$ cat config.mk
export PLATFORM = sky130hd
export DESIGN_NAME = slave_port
export DESIGN_NICKNAME = d
export VERILOG_FILES = /design/src/rtl/bus_pkg.sv /design/src/rtl/slave_out_port.sv /design/src/rtl/slave_port.sv
export SDC_FILE = /design/constraint.sdc
export NUM_CORES = 1
export LEC_CHECK = 0
export BUFFER_PORTS_ARGS = -buffer_cell sky130_fd_sc_hd__buf_2
export CAP_MARGIN = 15
export CORE_AREA = 2 2 126 128
export CTS_BUF_LIST = sky130_fd_sc_hd__clkbuf_2
export DETAILED_ROUTE_END_ITERATION = 8
export DIE_AREA = 0 0 128 130
export SYNTH_ARGS = -nofsm -noshare
export SYNTH_HDL_FRONTEND = slang
export SYNTH_SLANG_ARGS = --single-unit
$ cat constraint.sdc
create_clock -name clk -period 2.85 [get_ports clk]
set_input_delay 0.4275 -clock clk [delete_from_list [all_inputs] [get_ports clk]]
set_output_delay 0.4275 -clock clk [all_outputs]
set_load 0.02 [all_outputs]
$ cat src/rtl/bus_pkg.sv
// Shared serial-bus definitions: slave FSM states, default widths, header length.
package bus_pkg;

  localparam int unsigned ADDR_LEN_DEF  = 12;
  localparam int unsigned DATA_LEN_DEF  = 8;
  localparam int unsigned BURST_LEN_DEF = 12;

  typedef enum logic [2:0] {
    IDLE,
    HDR,
    WDATA,
    WMEM,
    RFETCH,
    RLOAD,
    RDATA,
    DONE
  } state_t;

  // Address and burst count travel side by side, so the header lasts as long as the wider field
  function automatic int unsigned hdr_len(input int unsigned addr_len,
                                          input int unsigned burst_len);
    return (addr_len > burst_len) ? addr_len : burst_len;
  endfunction

endpackage

$ cat src/rtl/slave_out_port.sv
// Parallel-load, LSB-first serializer for read data; stalls while master_ready is low.
module slave_out_port
  import bus_pkg::*;
#(
  parameter int unsigned DATA_LEN = DATA_LEN_DEF
) (
  input  logic                clk,
  input  logic                reset,
  input  logic                load,
  input  logic [DATA_LEN-1:0] load_data,
  input  logic                active,
  input  logic                master_ready,
  output logic                tx_bit,
  output logic                last_bit
);

  localparam int unsigned CW = $clog2(DATA_LEN + 1);
  localparam logic [CW-1:0] LAST = CW'(DATA_LEN - 1);

  logic [DATA_LEN-1:0] shreg;
  logic [CW-1:0]       cnt;
  logic                shift;

  assign shift    = active & master_ready;
  assign tx_bit   = shreg[0];
  assign last_bit = shift & (cnt == LAST);

  // Load a fresh word, or shift one bit out per accepted handshake
  always_ff @(posedge clk) begin
    if (reset) begin
      shreg <= '0;
      cnt   <= '0;
    end else if (load) begin
      shreg <= load_data;
      cnt   <= '0;
    end else if (shift) begin
      shreg <= shreg >> 1;
      cnt   <= cnt + CW'(1);
    end
  end

endmodule

$ cat src/rtl/slave_port.sv
// Serial-bus slave endpoint: deserializes header/write data, drives a local
// synchronous memory for single or burst accesses, serializes read data back.
module slave_port
  import bus_pkg::*;
#(
  parameter int unsigned ADDR_LEN  = ADDR_LEN_DEF,
  parameter int unsigned DATA_LEN  = DATA_LEN_DEF,
  parameter int unsigned BURST_LEN = BURST_LEN_DEF
) (
  input  logic                clk,
  input  logic                reset,
  input  logic                slave_en,
  input  logic                master_valid,
  input  logic                master_ready,
  input  logic                write_en,
  input  logic                read_en,
  input  logic                rx_address,
  input  logic                rx_burst_num,
  input  logic                rx_data,
  output logic                slave_ready,
  output logic                slave_valid,
  output logic                tx_data,
  output logic                trans_done,
  output logic [ADDR_LEN-1:0] mem_address,
  output logic [DATA_LEN-1:0] mem_wr_data,
  output logic                mem_wr_en,
  output logic                mem_rd_en,
  input  logic [DATA_LEN-1:0] mem_rd_data
);

  localparam int unsigned HDR_LEN = hdr_len(ADDR_LEN, BURST_LEN);
  localparam int unsigned HCW     = $clog2(HDR_LEN + 1);
  localparam int unsigned DCW     = $clog2(DATA_LEN + 1);

  localparam logic [HCW-1:0] HDR_LAST  = HCW'(HDR_LEN - 1);
  localparam logic [HCW-1:0] ADDR_BITS = HCW'(ADDR_LEN);
  localparam logic [HCW-1:0] BRST_BITS = HCW'(BURST_LEN);
  localparam logic [DCW-1:0] DATA_LAST = DCW'(DATA_LEN - 1);

  state_t state, next_state, hdr_dst;

  logic                 is_wr;
  logic [ADDR_LEN-1:0]  addr_sh, addr_nxt, base;
  logic [BURST_LEN-1:0] burst_sh, burst_nxt, count, idx;
  logic [DATA_LEN-1:0]  data_sh, data_nxt;
  logic [HCW-1:0]       hdr_cnt;
  logic [DCW-1:0]       data_cnt;

  logic start, abort, rx_take, hdr_take, hdr_last, data_take, data_last, idx_last;
  logic ser_bit, ser_last;

  assign start     = slave_en & master_valid & (write_en ^ read_en);
  assign abort     = (state != IDLE) & ~slave_en;
  assign rx_take   = master_valid & slave_ready;
  assign hdr_take  = rx_take & (((state == IDLE) & start) | (state == HDR));
  assign hdr_last  = hdr_take & (hdr_cnt == HDR_LAST);
  assign data_take = rx_take & (state == WDATA);
  assign data_last = data_take & (data_cnt == DATA_LAST);
  assign idx_last  = ((idx + BURST_LEN'(1)) == count);

  // Fields shift in LSB first and freeze once their own width is filled
  assign addr_nxt  = (hdr_cnt < ADDR_BITS) ? ADDR_LEN'({rx_address, addr_sh} >> 1) : addr_sh;
  assign burst_nxt = (hdr_cnt < BRST_BITS) ? BURST_LEN'({rx_burst_num, burst_sh} >> 1) : burst_sh;
  assign data_nxt  = DATA_LEN'({rx_data, data_sh} >> 1);

  // Direction is not latched yet when the header is one bit long and ends in IDLE
  assign hdr_dst = (state == IDLE) ? (write_en ? WDATA : RFETCH) : (is_wr ? WDATA : RFETCH);

  // State register
  always_ff @(posedge clk) begin
    if (reset) state <= IDLE;
    else       state <= next_state;
  end

  // Next-state logic; losing slave_en overrides every transition
  always_comb begin
    next_state = state;
    case (state)
      IDLE:    if (start) next_state = hdr_last ? hdr_dst : HDR;
      HDR:     if (hdr_last) next_state = hdr_dst;
      WDATA:   if (data_last) next_state = WMEM;
      WMEM:    next_state = idx_last ? DONE : WDATA;
      RFETCH:  next_state = RLOAD;
      RLOAD:   next_state = RDATA;
      RDATA:   if (ser_last) next_state = idx_last ? DONE : RFETCH;
      DONE:    next_state = IDLE;
      default: next_state = IDLE;
    endcase
    if (abort) next_state = IDLE;
  end

  // Output decode; strobes are suppressed in an abort or reset cycle
  always_comb begin
    logic strobe_ok;
    strobe_ok   = slave_en & ~reset;
    slave_ready = (state == IDLE) | (state == HDR) | (state == WDATA);
    slave_valid = (state == RDATA);
    tx_data     = (state == RDATA) ? ser_bit : 1'b0;
    mem_wr_en   = (state == WMEM) & strobe_ok;
    mem_rd_en   = (state == RFETCH) & strobe_ok;
    trans_done  = (state == DONE) & strobe_ok;
    mem_address = '0;
    mem_wr_data = '0;
    if ((state == WMEM) || (state == RFETCH)) mem_address = base + ADDR_LEN'(idx);
    if (state == WMEM) mem_wr_data = data_sh;
  end

  // Header/write-data deserialization, burst base/count/index bookkeeping
  always_ff @(posedge clk) begin
    if (reset) begin
      is_wr    <= 1'b0;
      addr_sh  <= '0;
      burst_sh <= '0;
      data_sh  <= '0;
      hdr_cnt  <= '0;
      data_cnt <= '0;
      base     <= '0;
      count    <= '0;
      idx      <= '0;
    end else if (abort) begin
      hdr_cnt  <= '0;
      data_cnt <= '0;
      idx      <= '0;
    end else begin
      if ((state == IDLE) && start) is_wr <= write_en;
      if (hdr_take) begin
        addr_sh  <= addr_nxt;
        burst_sh <= burst_nxt;
        hdr_cnt  <= hdr_last ? '0 : hdr_cnt + HCW'(1);
      end
      if (hdr_last) begin
        base  <= addr_nxt;
        count <= (burst_nxt == '0) ? BURST_LEN'(1) : burst_nxt;
        idx   <= '0;
      end
      if (data_take) begin
        data_sh  <= data_nxt;
        data_cnt <= data_last ? '0 : data_cnt + DCW'(1);
      end
      if (((state == WMEM) || ((state == RDATA) && ser_last)) && !idx_last)
        idx <= idx + BURST_LEN'(1);
    end
  end

  slave_out_port #(
    .DATA_LEN(DATA_LEN)
  ) u_out (
    .clk         (clk),
    .reset       (reset),
    .load        (state == RLOAD),
    .load_data   (mem_rd_data),
    .active      (state == RDATA),
    .master_ready(master_ready),
    .tx_bit      (ser_bit),
    .last_bit    (ser_last)
  );

endmodule

==> results of run 1 <==
==> through the flow <==
| stage | TNS, ns | setup slack (ns) | util (%) | total power (W) | instances |
|---|---|---|---|---|---|
| floorplan | 0 | 0.1887 | - | 0.001789 | 656 |
| global placement | 0 | 0.1587 | 36.43 | 0.001958 | 877 |
| detailed placement | 0 | 0.1007 | 36.43 | 0.001954 | 877 |
| CTS | -1.579 | -0.3606 | 38.84 | 0.002625 | 911 |
| global route | -2.485 | -0.4416 | 39.20 | 0.002758 | 913 |
| finish | -1.198 | -0.2497 | 39.20 | 0.002601 | 913 |
==> kinds of logic (layout without fill, tap and decap cells) <==
group,after synthesis,after routing,share of synthesized area (%)
buffers and inverters,63,127,5.272
flip-flops,92,92,35.93
AND/OR/NAND/NOR,315,315,29.39
adder cells (fa/ha/maj),17,17,4.271
AO/OA/AOI/OAI,135,135,19.06
other,0,1,0
multiplexers,10,10,1.977
XOR/XNOR,24,24,4.101
==> flip-flops by register name, summed over array words and instances (netlist names) <==
register,flops
count,12
state,3
burst_sh,12
hdr_cnt,4
is_wr,1
u_out.cnt,4
addr_sh,12
data_cnt,4
data_sh,8
u_out.shreg,8
idx,12
base,12
==> cells in the mapped netlist (8+ instances only) <==
library cell and count:
nand2_1 114, dfxtp_1 92, nor2_1 60, a21oi_1 55, nand3_1 48, clkbuf_1 30, a311oi_1 26, inv_1 20
nor3_1 19, ha_1 15, nand4_1 15, xor2_1 13, o21ai_0 12, xnor2_1 11, and2_1 10, mux2i_1 9
nand2b_1 8
==> routing by layer <==
metal,vias up,track usage [%],part of all wire [%],wire length [um]
li1,2455,-,-,-
met1,2187,21.61,48,6166
met2,78,24.38,47,6075
met3,20,2.337,3.1,405
met4,0,6.593,2.3,299
met5,-,0,0,0
==> how the worst max path moves through the flow <==
stage / start / to
floorplan: idx[0] / mem_address[10]
global placement: base[0] / mem_address[10]
detailed placement: base[0] / mem_address[10]
CTS: idx[0] / mem_address[10]
global route: base[0] / mem_address[10]
finish: base[0] / mem_address[10]
==> where the power goes <==
group	leakage (nW)	switching [W]	total (W)	internal, W
Sequential	0.746	0.0000399	0.00136	0.00132
Combinational	1.31	0.000383	0.000578	0.000195
Clock	0.0638	0.000523	0.000660	0.000137
Total	2.12	0.000946	0.00260	0.00165
==> cell type report <==
type	count	area (um^2)
Antenna cell	1	2.502
Clock buffer	9	45.04
Clock inverter	7	68.82
Fill cell	1609	9379
Inverter	20	75.07
Multi-Input combinational cell	501	3128
Sequential cell	92	1857
Tap cell	192	240.2
Timing Repair Buffer	91	629.4
==> worst max-delay path: stages, from the launching register on <==
cell and delay (ns):
dfxtp_2 0.41, ha_4 0.14, inv_2 0.03, fa_2 0.36
nor2b_4 0.15, o21ai_2 0.08, a21boi_2 0.19, o21ai_2 0.09
a211oi_2 0.22, or3_1 0.13, and3b_1 0.16, buf_6 0.12
==> timing repair <==
item | 4_1_cts | 5_1_grt
endpoints found under the setup margin | 6 | 16
endpoints found under the hold margin | 5 | 1
buffers inserted | 13 | 0
pin swaps | 19 | 10
hold buffers | 5 | 1
resized for setup | 35 | 13
==> metrics.md, run 1 <==
| Metric | Value |
|---|---|
| Status | `finished, violations left` |
| Failing checks | `setup timing` |
| Antenna viol nets, final | `0` |
| Worst hold path type | `in -> reg` |
| Initial DRC Count | `280` |
| Share of layout cells above drive strength 1 | `21.39%` |
| Max Buffers Root-to-Sink | `2` |
| Hpwl dp | `8949 um` |
| Largest net degree at the start of global routing | `51` |
| WS Path Type | `reg -> out` |
| WP data arrival | `2.67 ns` |
| Yosys top cell area share | `35.93%` |
| Tmin final | `3.100 ns` |
| Routed vias | `4740` |
| Ys flop type | `dfxtp_1` |
| H-tree Lvls | `3` |
| First-pass GRT wire length | `20980 um` |
| Sequential area share after synthesis | `35.93%` |
| RSZ-0062 raised after global routing | `true` |
| Critical Path End Type | `output pin` |
| CTS tree | `done` |
| Post-synth ARST share | `0%` |
| CTS sink count | `92` |
| Mean post-synth cell area | `7.814 um^2` |
| Post-DP Area | `0.005619 mm^2` |
| Critical Path RT | `2.42 ns` |
| Final Slew Violations | `0` |
| Post-Synthesis Cell Area | `0.005126 mm^2` |
| Max transition margin | `65.09%` |
| Drc violations | `0` |
| HP Start | `mem_rd_data[4]` |
| Initial antenna violation count | `1` |
| Die Wd | `128 um` |
| Cell taking the most area after synthesis | `dfxtp_1` |
| Fin Clk Skew | `0.04199 ns` |
| Die area | `0.01664 mm^2` |
| Routability congestion estimate | `0.8606` |
| Cells after Synth | `656` |
| Hold endpoint | `u_out.shreg[4]` |
| Worst reg-to-reg path cell count | `10` |
| Synth unique cells | `68` |
| Worst-path fanout max | `2` |
| Syn Nets | `690` |
| Total CTS buffers | `9` |
| Fmax | `322.6 MHz` |
| Total of max-cap violations | `0` |
| Worst hold path depth | `3` |
| Core footprint | `0.01542 mm^2` |
| Critical Path Start Type | `flip-flop` |
| CTS clock-pin slew for the worst setup and hold paths | `0.32 ns` |
| Max rail drop VDD | `0.0001741 V` |
| Commonest non-fill, non-tap cells in the layout | `nand2_1 (113), dfxtp_1 (84), nor2_1 (59)` |
| Starting Density | `33.23%` |
| Post-synthesis register bit count | `92` |
| Final period utilization | `108.8%` |
| Die H | `130 um` |
| Final Hold Viols | `0` |
| CTS root buf | `clkbuf_2` |
| Worst r2r src | `idx[1]` |
| Final setup violation count | `8` |
| Vias per inst | `5.192` |
| Power Dens Cells | `430.2 mW/mm^2` |
| Grt ovf | `0` |
| Flop2flop setup slack | `0.18 ns` |
| Tot GR Track Use | `15.61%` |
| Final instance area | `0.006046 mm^2` |
| Clock latency on the worst-skew pair | `0.63 ns` |
| Routed WL per cell | `14.18 um` |
| Worst-Margin Slew | `0.5236 ns` |
| Commonest non-fill, non-tap cell in the layout | `nand2_1` |
| Rows | `46` |
| Post-synth EDFFs | `0` |
| P&R area growth vs syn | `17.94%` |
| # port buffers | `43` |
| Final WL | `12950 um` |
| I/O pin cnt | `44` |
| Final WS setup | `-0.2497 ns` |
| First-pass iteration count of the detailed router | `5` |
| Worst hold margin | `0.04270 ns` |
| Vias in the first global route | `4234` |
| Synth top area cells | `dfxtp_1 (36%), nand2_1 (8.3%), a21oi_1 (5.4%), nand3_1 (4.7%), a311oi_1 (4.4%)` |
| FF-to-FF End | `idx[1]` |
| LEAKAGE | `2.123 nW` |
| Final nets | `749` |
| Number of warnings issued by yosys | `0` |
No activity file was read; power rests on OpenSTA's default activity.
==> inputs of run 2 (changes only) <==
Settings changed: SETUP_SLACK_MARGIN set to 0.1.
==> run 2 against run 1 <==
- the run still ends with setup timing left
- critical path depth unchanged
- setup slack improved by 0.031 ns
- routed wire length decreased by 0.17%
- largest cell class unchanged
- critical path type unchanged
- sequential power hardly changed
- fmax is 1.0% higher
- flip-flop and latch count is the same
- die area did not move
- register-to-register slack better by 0.10 ns
- final area up 0.10%
==> metrics.md, run 2 (same netlist as run 1, synthesis figures left out) <==
| Metric | Value |
|---|---|
| Vias per inst | `5.219 (was 5.192)` |
| Tmin final | `3.069 ns (was 3.100 ns)` |
| Flop pwr share | `52.3% (was 52.4%)` |
| Routed vias | `4760 (was 4740)` |
| Initial DRC Count | `245 (was 280)` |
| H-tree Lvls | `3 (unchanged)` |
| Commonest non-fill, non-tap cell in the layout | `nand2_1 (unchanged)` |
| RSZ-0062 raised after global routing | `true (unchanged)` |
| Power Dens Cells | `430.7 mW/mm^2 (was 430.2 mW/mm^2)` |
| Tot GR Track Use | `15.55% (was 15.61%)` |
| Vias in the first global route | `4233 (was 4234)` |
| Final nets | `748 (was 749)` |
| Hold endpoint | `u_out.shreg[1] (was u_out.shreg[4])` |
| # port buffers | `43 (unchanged)` |
| WP buf/inv | `2 (unchanged)` |
| Starting Density | `33.23% (unchanged)` |
| Grt ovf | `0 (unchanged)` |
| WS Path Type | `reg -> out (unchanged)` |
| LEAKAGE | `2.114 nW (was 2.123 nW)` |
| Routed WL per cell | `14.17 um (was 14.18 um)` |
| Gate power share | `22.3% (was 22.2%)` |
| Status | `finished, violations left (unchanged)` |
| I/O pin cnt | `44 (unchanged)` |
| Antenna viol nets, final | `0 (unchanged)` |
| Clock latency on the worst-skew pair | `0.63 ns (about the same)` |
| Max rail drop VDD | `0.0001749 V (was 0.0001741 V)` |
| Crit-path cells | `ha_4, inv_2, fa_2, nor2b_4, o21ai_2, a21boi_2, o21ai_2, a211oi_2, or3_1, and3b_1, buf_6 (unchanged)` |
| Critical Path RT | `2.42 ns (about the same)` |
| Final core utilization | `39.24% (was 39.20%)` |
| Share of layout cells above drive strength 1 | `21.84% (was 21.39%)` |
| Rows | `46 (unchanged)` |
| Fill cells | `1608 (was 1609)` |
| Seq. cell area | `0.001859 mm^2 (was 0.001857 mm^2)` |
| Failing checks | `setup timing (unchanged)` |
| Largest net degree at the start of global routing | `51 (unchanged)` |
| Setup WS pre-CTS | `0.1007 ns (unchanged)` |
| Max Buffers Root-to-Sink | `2 (unchanged)` |
| Cell family with most CP delay | `compound AO/OA/AOI/OAI gates (unchanged)` |
| Flop2flop setup slack | `0.28 ns (was 0.18 ns)` |
| Final setup violation count | `7 (was 8)` |
| Worst reg-to-reg path cell count | `10 (unchanged)` |
| Final WL | `12920 um (was 12950 um)` |
| Routability congestion estimate | `0.8606 (unchanged)` |
| Worst-Margin Slew | `0.5274 ns (was 0.5236 ns)` |
| CTS sink count | `92 (unchanged)` |
| Worst Setup SP | `base[0] (unchanged)` |
| Initial antenna violation count | `1 (unchanged)` |
| First-pass iteration count of the detailed router | `4 (was 5)` |
| Area of the multi-input gates | `0.003137 mm^2 (was 0.003128 mm^2)` |
| CP peak stage delay | `0.41 ns (about the same)` |
| P&R area growth vs syn | `18.06% (was 17.94%)` |
| First-pass GRT wire length | `20910 um (was 20980 um)` |
| CTS clock-pin slew for the worst setup and hold paths | `0.32 ns (about the same)` |
| CTS tree | `done (unchanged)` |
| Hpwl dp | `8949 um (unchanged)` |
| WP data arrival | `2.64 ns (was 2.67 ns)` |
| Setup TNS | `-1.006 ns (was -1.198 ns)` |
| Switching Share | `36.46% (was 36.38%)` |
| Max transition margin | `64.84% (was 65.09%)` |
| Worst hold path depth | `3 (unchanged)` |
| Worst r2r src | `idx[1] (unchanged)` |
| Commonest non-fill, non-tap cells in the layout | `nand2_1 (113), dfxtp_1 (84), nor2_1 (59) (unchanged)` |
| Die H | `130 um (unchanged)` |
| Most used cell, CP | `o21ai_2 (unchanged)` |
| Final period utilization | `107.7% (was 108.8%)` |
| Fin Clk Skew | `0.04344 ns (was 0.04199 ns)` |
| Final Slew Violations | `0 (unchanged)` |
| Critical Path Start Type | `flip-flop (unchanged)` |
| Drc violations | `0 (unchanged)` |
| Clock power frac | `25.4% (about the same)` |
| Die area | `0.01664 mm^2 (unchanged)` |
| Internal power | `0.001656 W (was 0.001655 W)` |
| Core footprint | `0.01542 mm^2 (unchanged)` |
| Worst hold path type | `in -> reg (unchanged)` |
| Worst-path fanout max | `2 (unchanged)` |
| Final WS setup | `-0.2187 ns (was -0.2497 ns)` |
| Total chip power | `0.002607 W (was 0.002601 W)` |
| CP max-delay cell | `dfxtp_2 (unchanged)` |
| HP Start | `mem_rd_data[1] (was mem_rd_data[4])` |
| FF-to-FF End | `idx[1] (unchanged)` |
| Critical Path End Type | `output pin (unchanged)` |
| Fmax | `325.9 MHz (was 322.6 MHz)` |
| Die Wd | `128 um (unchanged)` |
| Total of max-cap violations | `0 (unchanged)` |
| Total CTS buffers | `9 (unchanged)` |
| Sw power | `0.0009506 W (was 0.0009461 W)` |
| CTS root buf | `clkbuf_2 (unchanged)` |
| Final Hold Viols | `0 (unchanged)` |
run 2: worst max path at each step:
stage | end | slack [ns] | cells past startpoint
after floorplan | mem_address[10] | 0.19 | 10
after global placement | mem_address[10] | 0.16 | 11
after detailed placement | mem_address[10] | 0.10 | 11
after CTS | mem_address[10] | -0.36 | 11
after global routing | mem_address[10] | -0.40 | 11
final | mem_address[10] | -0.22 | 11
run 2: worst min-delay path: stages:
cell and delay (ns):
buf_2 0.08, a22oi_1 0.05, a21oi_1 0.11
run 2: repair_timing:
item,in CTS,in global routing
setup endpoints to repair,8,22
hold endpoints to repair,5,1
setup buffers,13,1
hold buffers,5,1
pin swaps,22,11
resized for setup,36,18
run 2: metal layers:
layer  part of all wire (%)  GRT usage (%)  routed length, um  vias to the layer above
li1                       -              -                  -                     2453
met1                     49          21.51               6353                     2222
met2                     46          24.25               5932                       64
met3                    2.4          2.337                305                       21
met4                    2.6          6.658                333                        0
met5                      0              0                  0                        -
run 2: cell type report:
| cell class | count | area share (%) |
|---|---|---|
| diodes | 1 | 0.04135 |
| clock buffers | 9 | 0.7443 |
| clock inverters | 7 | 1.137 |
| inverters | 20 | 1.240 |
| multi-input cells | 501 | 51.83 |
| flip-flops and latches | 92 | 30.72 |
| well taps | 192 | 3.969 |
| repair buffers | 90 | 10.32 |
run 2: through the flow:
step	hold slack, ns	cell area, um^2	instances
after floorplan	0.4317	5126	656
after global placement	0.4422	5619	877
after detailed placement	0.4504	5619	877
after CTS	0.001581	5978	909
after global routing	0.01326	6052	912
final	0.04230	6052	912
run 2: power by group through the flow:
stage	registers [W]	clock network (W)	logic, W
floorplan	0.00137	0	0.000421
global placement	0.00139	0	0.000570
detailed placement	0.00139	0	0.000566
CTS	0.00136	0.000684	0.000575
global route	0.00137	0.000736	0.000648
finish	0.00136	0.000661	0.000582
